`config.mk`:
```
export PLATFORM = sky130hd
export DESIGN_NAME = ffport_ctrl
export DESIGN_NICKNAME = d
export VERILOG_FILES = /design/src/rtl/ffport_ctrl.sv
export SDC_FILE = /design/constraint.sdc
export NUM_CORES = 1
export LEC_CHECK = 0
export CAP_MARGIN = 5
export CORE_MARGIN = 2
export CORE_UTILIZATION = 36
export CTS_CLUSTER_SIZE = 10
export DETAILED_ROUTE_END_ITERATION = 10
export PLACE_DENSITY = 0.85
export SKIP_CTS_REPAIR_TIMING = 1
export SKIP_LAST_GASP = 1
export SYNTH_ARGS = -nofsm -noshare
export SYNTH_HDL_FRONTEND = slang
export SYNTH_SLANG_ARGS = --single-unit
```
`constraint.sdc`:
```
create_clock -name FASTCLK -period 1.9 [get_ports FASTCLK]
set_clock_uncertainty 0.2 [all_clocks]
set_input_delay 0.285 -clock FASTCLK [delete_from_list [all_inputs] [get_ports FASTCLK]]
set_output_delay 0.285 -clock FASTCLK [all_outputs]
set_load 0.01 [all_outputs]
```
`src/rtl/ffport_ctrl.sv`:
```
// VME-side controller for the DMB external data FIFOs: command decode, write/load pulses,
// read-advance, sliced read-back, channel select and DTACK. Optional counter: FFPORT_WCNT_EN.
module ffport_ctrl #(
  parameter int NFF     = 7,
  parameter int FFW     = 19,
  parameter int WEN_CYC = 2
) (
  input  logic            FASTCLK,
  input  logic            RST,
  input  logic            STROBE,
  input  logic            WRITE_B,
  input  logic            DEVICE,
  input  logic [9:0]      COMMAND,
  input  logic [15:0]     INDATA,
  input  logic [FFW-1:0]  FF_RD_DATA,
  output logic            RDFFNXT,
  output logic            LDFFCLK,
  output logic            FFWEN_B,
  output logic            TOFF_B,
  output logic [NFF-1:0]  ENAFF,
  output logic            DTACK_B,
  output logic [15:0]     OUTDATA,
  output logic            OUTDATA_OE
);

  localparam logic [2:0] PCNT_LAST = 3'(WEN_CYC - 1);

  typedef enum logic [2:0] {
    IDLE,
    WR_PULSE,
    ACK,
    INC,
    WAIT_REL
  } state_t;

  state_t         state_reg, state_next;
  logic [2:0]     pcnt_reg, pcnt_next;
  logic           inc_reg, inc_next;
  logic           ffwen_b_reg, ffwen_b_next;
  logic           ldffclk_reg, ldffclk_next;
  logic           rdffnxt_reg, rdffnxt_next;
  logic           dtack_b_reg, dtack_b_next;
  logic [NFF-1:0] enaff_reg, enaff_next;

  logic cmd_write, cmd_read, cmd_sel_wr, cmd_sel_rd, cmd_inc;
  logic cmd_cnt_rd, cmd_cnt_clr;
  logic [15:0] rd_data;
  logic [15:0] slice_word [8];
  logic unused_indata;

  assign unused_indata = ^INDATA;

  assign cmd_write  = DEVICE & (COMMAND[9:2] == 8'h00);
  assign cmd_read   = DEVICE & (COMMAND[9:4] == 6'h01);
  assign cmd_sel_wr = DEVICE & (COMMAND == 10'h008);
  assign cmd_sel_rd = DEVICE & (COMMAND == 10'h009);
  assign cmd_inc    = DEVICE & (COMMAND == 10'h00B);

  // Slices wholly beyond the FIFO word read as zero; a partial top slice is zero-extended.
  for (genvar gi = 0; gi < 8; gi++) begin : g_slice
    if ((gi + 1) * 16 <= FFW) begin : g_full
      assign slice_word[gi] = FF_RD_DATA[gi*16 +: 16];
    end else if (gi * 16 < FFW) begin : g_part
      assign slice_word[gi] = {{((gi + 1) * 16 - FFW){1'b0}}, FF_RD_DATA[FFW-1:gi*16]};
    end else begin : g_none
      assign slice_word[gi] = '0;
    end
  end

`ifdef FFPORT_WCNT_EN
  logic [15:0] wcnt_reg;

  assign cmd_cnt_rd  = DEVICE & (COMMAND == 10'h00C);
  assign cmd_cnt_clr = DEVICE & (COMMAND == 10'h00D);

  // Clear wins over a coincident load pulse; count saturates instead of wrapping.
  always_ff @(posedge FASTCLK or posedge RST) begin
    if (RST) begin
      wcnt_reg <= '0;
    end else if (state_reg == IDLE && STROBE && cmd_cnt_clr) begin
      wcnt_reg <= '0;
    end else if (ldffclk_next && wcnt_reg != 16'hFFFF) begin
      wcnt_reg <= wcnt_reg + 16'd1;
    end
  end
`else
  assign cmd_cnt_rd  = 1'b0;
  assign cmd_cnt_clr = 1'b0;
`endif

  always_ff @(posedge FASTCLK or posedge RST) begin
    if (RST) begin
      state_reg   <= IDLE;
      pcnt_reg    <= '0;
      inc_reg     <= 1'b0;
      ffwen_b_reg <= 1'b1;
      ldffclk_reg <= 1'b0;
      rdffnxt_reg <= 1'b0;
      dtack_b_reg <= 1'b1;
      enaff_reg   <= '0;
    end else begin
      state_reg   <= state_next;
      pcnt_reg    <= pcnt_next;
      inc_reg     <= inc_next;
      ffwen_b_reg <= ffwen_b_next;
      ldffclk_reg <= ldffclk_next;
      rdffnxt_reg <= rdffnxt_next;
      dtack_b_reg <= dtack_b_next;
      enaff_reg   <= enaff_next;
    end
  end

  always_comb begin
    state_next   = state_reg;
    pcnt_next    = pcnt_reg;
    inc_next     = inc_reg;
    ffwen_b_next = 1'b1;
    ldffclk_next = 1'b0;
    rdffnxt_next = 1'b0;
    dtack_b_next = 1'b1;
    enaff_next   = enaff_reg;
    case (state_reg)
      IDLE: begin
        if (STROBE) begin
          if (cmd_write) begin
            state_next = WR_PULSE;
            pcnt_next  = '0;
          end else if (cmd_read || cmd_sel_rd || cmd_cnt_rd) begin
            state_next = ACK;
            inc_next   = cmd_read & COMMAND[0];
          end else if (cmd_sel_wr) begin
            state_next = ACK;
            inc_next   = 1'b0;
            enaff_next = INDATA[NFF-1:0];
          end else if (cmd_cnt_clr) begin
            state_next = ACK;
            inc_next   = 1'b0;
          end else if (cmd_inc) begin
            state_next = ACK;
            inc_next   = 1'b1;
          end
        end
      end
      WR_PULSE: begin
        // Losing the strobe mid-pulse abandons the write without a load or acknowledge.
        if (!STROBE) begin
          state_next = IDLE;
        end else begin
          ffwen_b_next = 1'b0;
          if (pcnt_reg == PCNT_LAST) begin
            ldffclk_next = 1'b1;
            state_next   = ACK;
          end else begin
            pcnt_next = pcnt_reg + 3'd1;
          end
        end
      end
      ACK: begin
        if (STROBE) begin
          dtack_b_next = 1'b0;
        end else begin
          rdffnxt_next = inc_reg;
          state_next   = inc_reg ? INC : WAIT_REL;
        end
      end
      INC:      state_next = WAIT_REL;
      WAIT_REL: state_next = IDLE;
      default:  state_next = IDLE;
    endcase
  end

  always_comb begin
    rd_data = '0;
    if (cmd_read) begin
      rd_data = slice_word[COMMAND[3:1]];
    end else if (cmd_sel_rd) begin
      rd_data = {{(16 - NFF){1'b0}}, enaff_reg};
    end
`ifdef FFPORT_WCNT_EN
    else if (cmd_cnt_rd) begin
      rd_data = wcnt_reg;
    end
`endif
  end

  assign OUTDATA_OE = ~RST & STROBE & WRITE_B & (cmd_read | cmd_sel_rd | cmd_cnt_rd);
  assign OUTDATA    = OUTDATA_OE ? rd_data : 16'h0000;
  assign TOFF_B     = ~(STROBE & cmd_write & ~WRITE_B);
  assign RDFFNXT    = rdffnxt_reg;
  assign LDFFCLK    = ldffclk_reg;
  assign FFWEN_B    = ffwen_b_reg;
  assign DTACK_B    = dtack_b_reg;
  assign ENAFF      = enaff_reg;

endmodule
```
Yosys cells after proc, flatten, opt, wreduce, memory -nomap -nowiden
Index checks and enable logic that the tools add are counted.
{"block": "word_totals", "elab_cells": 84, "input_bits": 50, "reg_bits": 18}
{"block": "classes", "muxes": 32, "n_bitwise": 18, "reduce_logical": 9, "magnitude_cmp": 1, "add_sub_neg": 1, "n_eq_ne": 15}
{"operator": "$mux W16", "n": 4}
{"operator": "$bmux W16 S3", "n": 1}
{"operator": "$mux W3", "n": 13}
{"operator": "$eq A10 B4 Y1 const B", "n": 3}
{"operator": "$pmux W3 S4", "n": 1}
{"operator": "$and A1 B1 Y1", "n": 11}
{"operator": "$mux W1", "n": 11}
{"operator": "$ne A2 B2 Y1 const B", "n": 5}
{"operator": "$reduce_and A5 Y1", "n": 2}
{"operator": "$logic_not A8 Y1", "n": 1}
{"operator": "$reduce_and A4 Y1", "n": 2}
{"operator": "$mux W7", "n": 1}
{"operator": "$eq A3 B1 Y1 const B", "n": 2}
{"operator": "$eq A3 B2 Y1 const B", "n": 2}
{"operator": "$eq A6 B1 Y1 const B", "n": 1}
{"operator": "$pmux W3 S2", "n": 1}
{"operator": "$ne A5 B5 Y1 const B", "n": 1}
{"operator": "$not A1 Y1", "n": 5}
{"operator": "$ge A4 B4 Y1 const B", "n": 1}
{"operator": "$not A3 Y4", "n": 1}
{"operator": "$add A3 B1 Y3 const B", "n": 1}
{"operator": "$logic_not A3 Y1", "n": 1}
{"operator": "$ne A3 B3 Y1 const B", "n": 1}
{"operator": "$reduce_bool A3 Y1", "n": 1}
{"operator": "3 further kinds", "n": 3}

Logic depth before layout (Yosys ltp)
{"block": "logic_depth", "ltp_word": 8, "ltp_mapped": 6}

Worst setup path before layout
OpenSTA, ideal clock, no wires.
{"block": "synth_path", "path_kind": "input-to-output", "start": "in COMMAND[5]", "end": "out OUTDATA[3]", "path_stages": 5, "slack_ns": 0.065, "arrival_ns": 1.350, "cell_sequence": "nor4b_4 nand4_2 or2_1 buf_6 a21oi_2"}
{"block": "synth_between", "elab_chain_len": 5, "word_cells_on_any_way": 9, "cone_classes": "eq/ne: 2; mux: 3; bitwise: 4"}
{"element": "start, declared", "line": "13", "source": "input logic [9:0] COMMAND,"}
{"element": "$eq A10 B4 Y1 or $eq A6 B1 Y1 (tied branches)", "line": "56, 54"}
{"element": "$and A1 B1 Y1 (on tied branches)", "line": "56, 54"}
{"element": "$mux W7 or $or A1 B1 Y1 (tied branches)", "line": "176, 186"}
{"element": "$mux W16 or $and A1 B1 Y1 (tied branches)", "line": "174, 186"}
{"element": "$mux W16 (*)", "line": "187", "source": "assign OUTDATA = OUTDATA_OE ? rd_data : 16'h0000;"}
{"element": "end, declared", "line": "22", "source": "output logic [15:0] OUTDATA,"}
Mark *: on every way between the ends. The rest lies on a longest branch, timed or not.

Worst setup path after layout
{"block": "layout_path", "start": "in COMMAND[6]", "end": "out OUTDATA[5]"}
Same word-level chain as after synthesis.

==> impl_metrics.csv <==
group,metric,value,unit
setup_path,start_kind,"input port",
synthesis,synth_nets,173,
placed_design,routabilityCongestion,0.831,
clock_network,clock_sinks,18,
timing,hold_viol,0,
synthesis,syn_area,1190,µm²
drt,vias,1335,
clock_network,cts-root-buf,"clkbuf_4",
floorplanning,initial_core_util,38.3,%
timing,setup_ws,-365,ps
pwr,seq_power_share,48.4,%
drt,drt-vias-per-instance,5.04,
cells_and_area,final_area,2190,µm²
synthesis,ys_warn_count,0,
timing,rsz0062_at_grt,"yes",
pwr,pwr-share-clk,27.2,%
clock_network,cts_tree,"done",
pwr,switching_share,23.6,%
pwr,internal_power,0.629,mW
synthesis,post_synth_xor_area_fraction,0,%
outcome,violations,"setup timing",
cells_and_area,stdcell_count,265,
placed_design,dp.cells,244,
synthesis,post_synth_num_cell_types,42,
setup_path,cp.arrival,1780,ps
placed_design,dp_slack,-993,ps
cells_and_area,fill_cells,242,
pwr,p_per_area,375,nW/µm²
synthesis,synth-compound-area-share,9.58,%
floorplanning,fp.dieW,61.5,µm
cells_and_area,drive_above_1_share,40.7,%
global_routing,grt_usage,19.1,%
drt,drt-pass1-iter-count,4,
synthesis,async_reset_ff_share,100,%
global_routing,antenna_found_initial,0,
floorplanning,die_y,61.5,µm
cells_and_area,antenna-diode-count,0,
pwr,p_total,0.823,mW
cells_and_area,layout_commonest_cell,"clkdlybuf4s50_1",
synthesis,synthSimpleGateAreaFrac,34.7,%
cells_and_area,area_growth_syn_to_layout,84.4,%
synthesis,synth-seq-cells,18,
cells_and_area,final_util,70.6,%
drt,drc,0,
synthesis,yosys.area_share.adder,2.11,%
timing,relSlewSlack,77.8,%
synthesis,avgSynthCellArea,9.82,µm²
pwr,p_sw,0.194,mW
timing,timing.final.crit_share,119,%
pwr,p_leak,1.08,nW
placed_design,hpwl,3010,µm
setup_path,required,1410,ps
timing,fmax,442,MHz
synthesis,ys_seq_area_share,38.1,%
synthesis,synth_mux_area_share,10.3,%
timing,worstMarginPinSlew,332,ps
timing,worst_hold_slack,215,ps
floorplanning,rows,20,
flow_run,maxCapViolCount,0,
drt,final_antenna_net_count,0,
synthesis,ys.flop_type,"dfrtp_1",
clock_network,clkTransAtPathRegs,100,ps
outcome,status,"complete, but fails checks",
clock_network,numCtsBuffers,3,
pwr,ir_drop,0.000366,V
placed_design,io_buffers,69,
timing,finalCriticalPeriod,2260,ps
clock_network,clkLatencyLatePin,280,ps
timing,final.setup.tns,-4590,ps
setup_path,worstPathMaxFanout,6,
placed_design,placed_area,2010,µm²
clock_network,cts_htree_levels,1,
timing,drv_slew,0,
timing,setup_violations,17,
drt,wirelength,4260,µm
global_routing,grt_pass1_vias,1276,
cells_and_area,largest_register_ffs,7,
setup_path,critPathKind,"in2out",
drt,wl_per_cell,16.1,µm
synthesis,syn_inst,121,
pwr,comb_power_share,24.3,%
drt,drt_iter0_markers,78,
global_routing,grt_overflow,0,
cells_and_area,final_cell_mix,"38 x clkdlybuf4s50_1, 25 x buf_4, 16 x dfrtp_1",
cells_and_area,fin_nets,274,
setup_path,worstSetupEndpointType,"output pin",
global_routing,grt_max_degree,19,
global_routing,grt_pass1_wl,5340,µm
floorplanning,die_area,3780,µm²
synthesis,synth_edf_count,0,
floorplanning,pin_count,79,
synthesis,synth_top_family_by_area,"simple AND/OR/NAND/NOR gates",
min_path,hold_class,"in2reg",
clock_network,clk_path_buf_depth,2,
floorplanning,core-area,3100,µm²
area by class of cell:
| cell class | instances | area, µm² | share of cell area, % |
|---|---|---|---|
| clock buffers | 4 | 36.3 | 1.66 |
| well taps | 44 | 55.1 | 2.51 |
| inverters | 6 | 22.5 | 1.03 |
| repair buffers | 100 | 898 | 41.0 |
| multi-input cells | 93 | 727 | 33.2 |
| flip-flops and latches | 18 | 453 | 20.7 |
power by group through the flow:
stage / Clock (mW) / Sequential, mW / Combinational, mW
floorplan: 0 / 0.404 / 0.0591
global placement: 0 / 0.405 / 0.173
detailed placement: 0 / 0.405 / 0.179
CTS: 0.231 / 0.398 / 0.180
global route: 0.251 / 0.400 / 0.213
finish: 0.224 / 0.398 / 0.200
Yosys cell counts (2+ instances only):
| master | count | share of area (%) |
|---|---|---|
| nand2b_1 | 6 | 3.2 |
| dfrtp_1 | 16 | 34 |
| nor2_2 | 3 | 1.6 |
| inv_1 | 6 | 1.9 |
| nor3_1 | 2 | 0.84 |
| nand4_1 | 2 | 1.1 |
| a21oi_2 | 4 | 2.9 |
| buf_6 | 2 | 1.9 |
| nand2_1 | 7 | 2.2 |
| o21ai_0 | 3 | 1.3 |
| nor2b_1 | 3 | 1.6 |
| mux2_2 | 10 | 9.5 |
| nor2_1 | 7 | 2.2 |
| a21oi_1 | 5 | 2.1 |
| ha_1 | 2 | 2.1 |
| and2_1 | 9 | 4.7 |
| dfstp_2 | 2 | 4.4 |
| nor3b_1 | 2 | 1.3 |
| nand3_1 | 7 | 2.9 |
metal layers:
metal	up-vias	global-route usage, %	wire length, µm
met3	8	1.05	249
li1	625	-	-
met5	-	0	0
met2	51	39.4	2390
met4	0	8.81	85
met1	651	19.0	1530
worst paths after layout:
| kind | startpoint | end | slack (ps) | cells after the start |
|---|---|---|---|---|
| max in group asynchronous | RST | DTACK_B | 860 | 4 |
| min | STROBE | DTACK_B | 210 | 3 |
| min in group asynchronous | RST | LDFFCLK | 390 | 4 |
| min reg2reg | pcnt_reg[2] | pcnt_reg[2] | 310 | 1 |
| max | COMMAND[6] | OUTDATA[5] | -360 | 9 |
| max reg2reg | state_reg[0] | ENAFF[3] | 150 | 3 |
critical path: stages:
cell	delay (ps)
buf_6	90
nor4b_4	370
nand4_4	150
buf_6	160
or2_4	260
buf_6	130
buf_6	100
a21oi_2	80
buf_2	140
cells by family after synthesis:
| kind of cell | after synthesis |
|---|---|
| mux | 11 |
| simple gates | 62 |
| flops | 18 |
| buf+inv | 11 |
| fa+ha+maj | 2 |
| compound gates | 17 |
No activity file was read; power rests on OpenSTA's default activity.
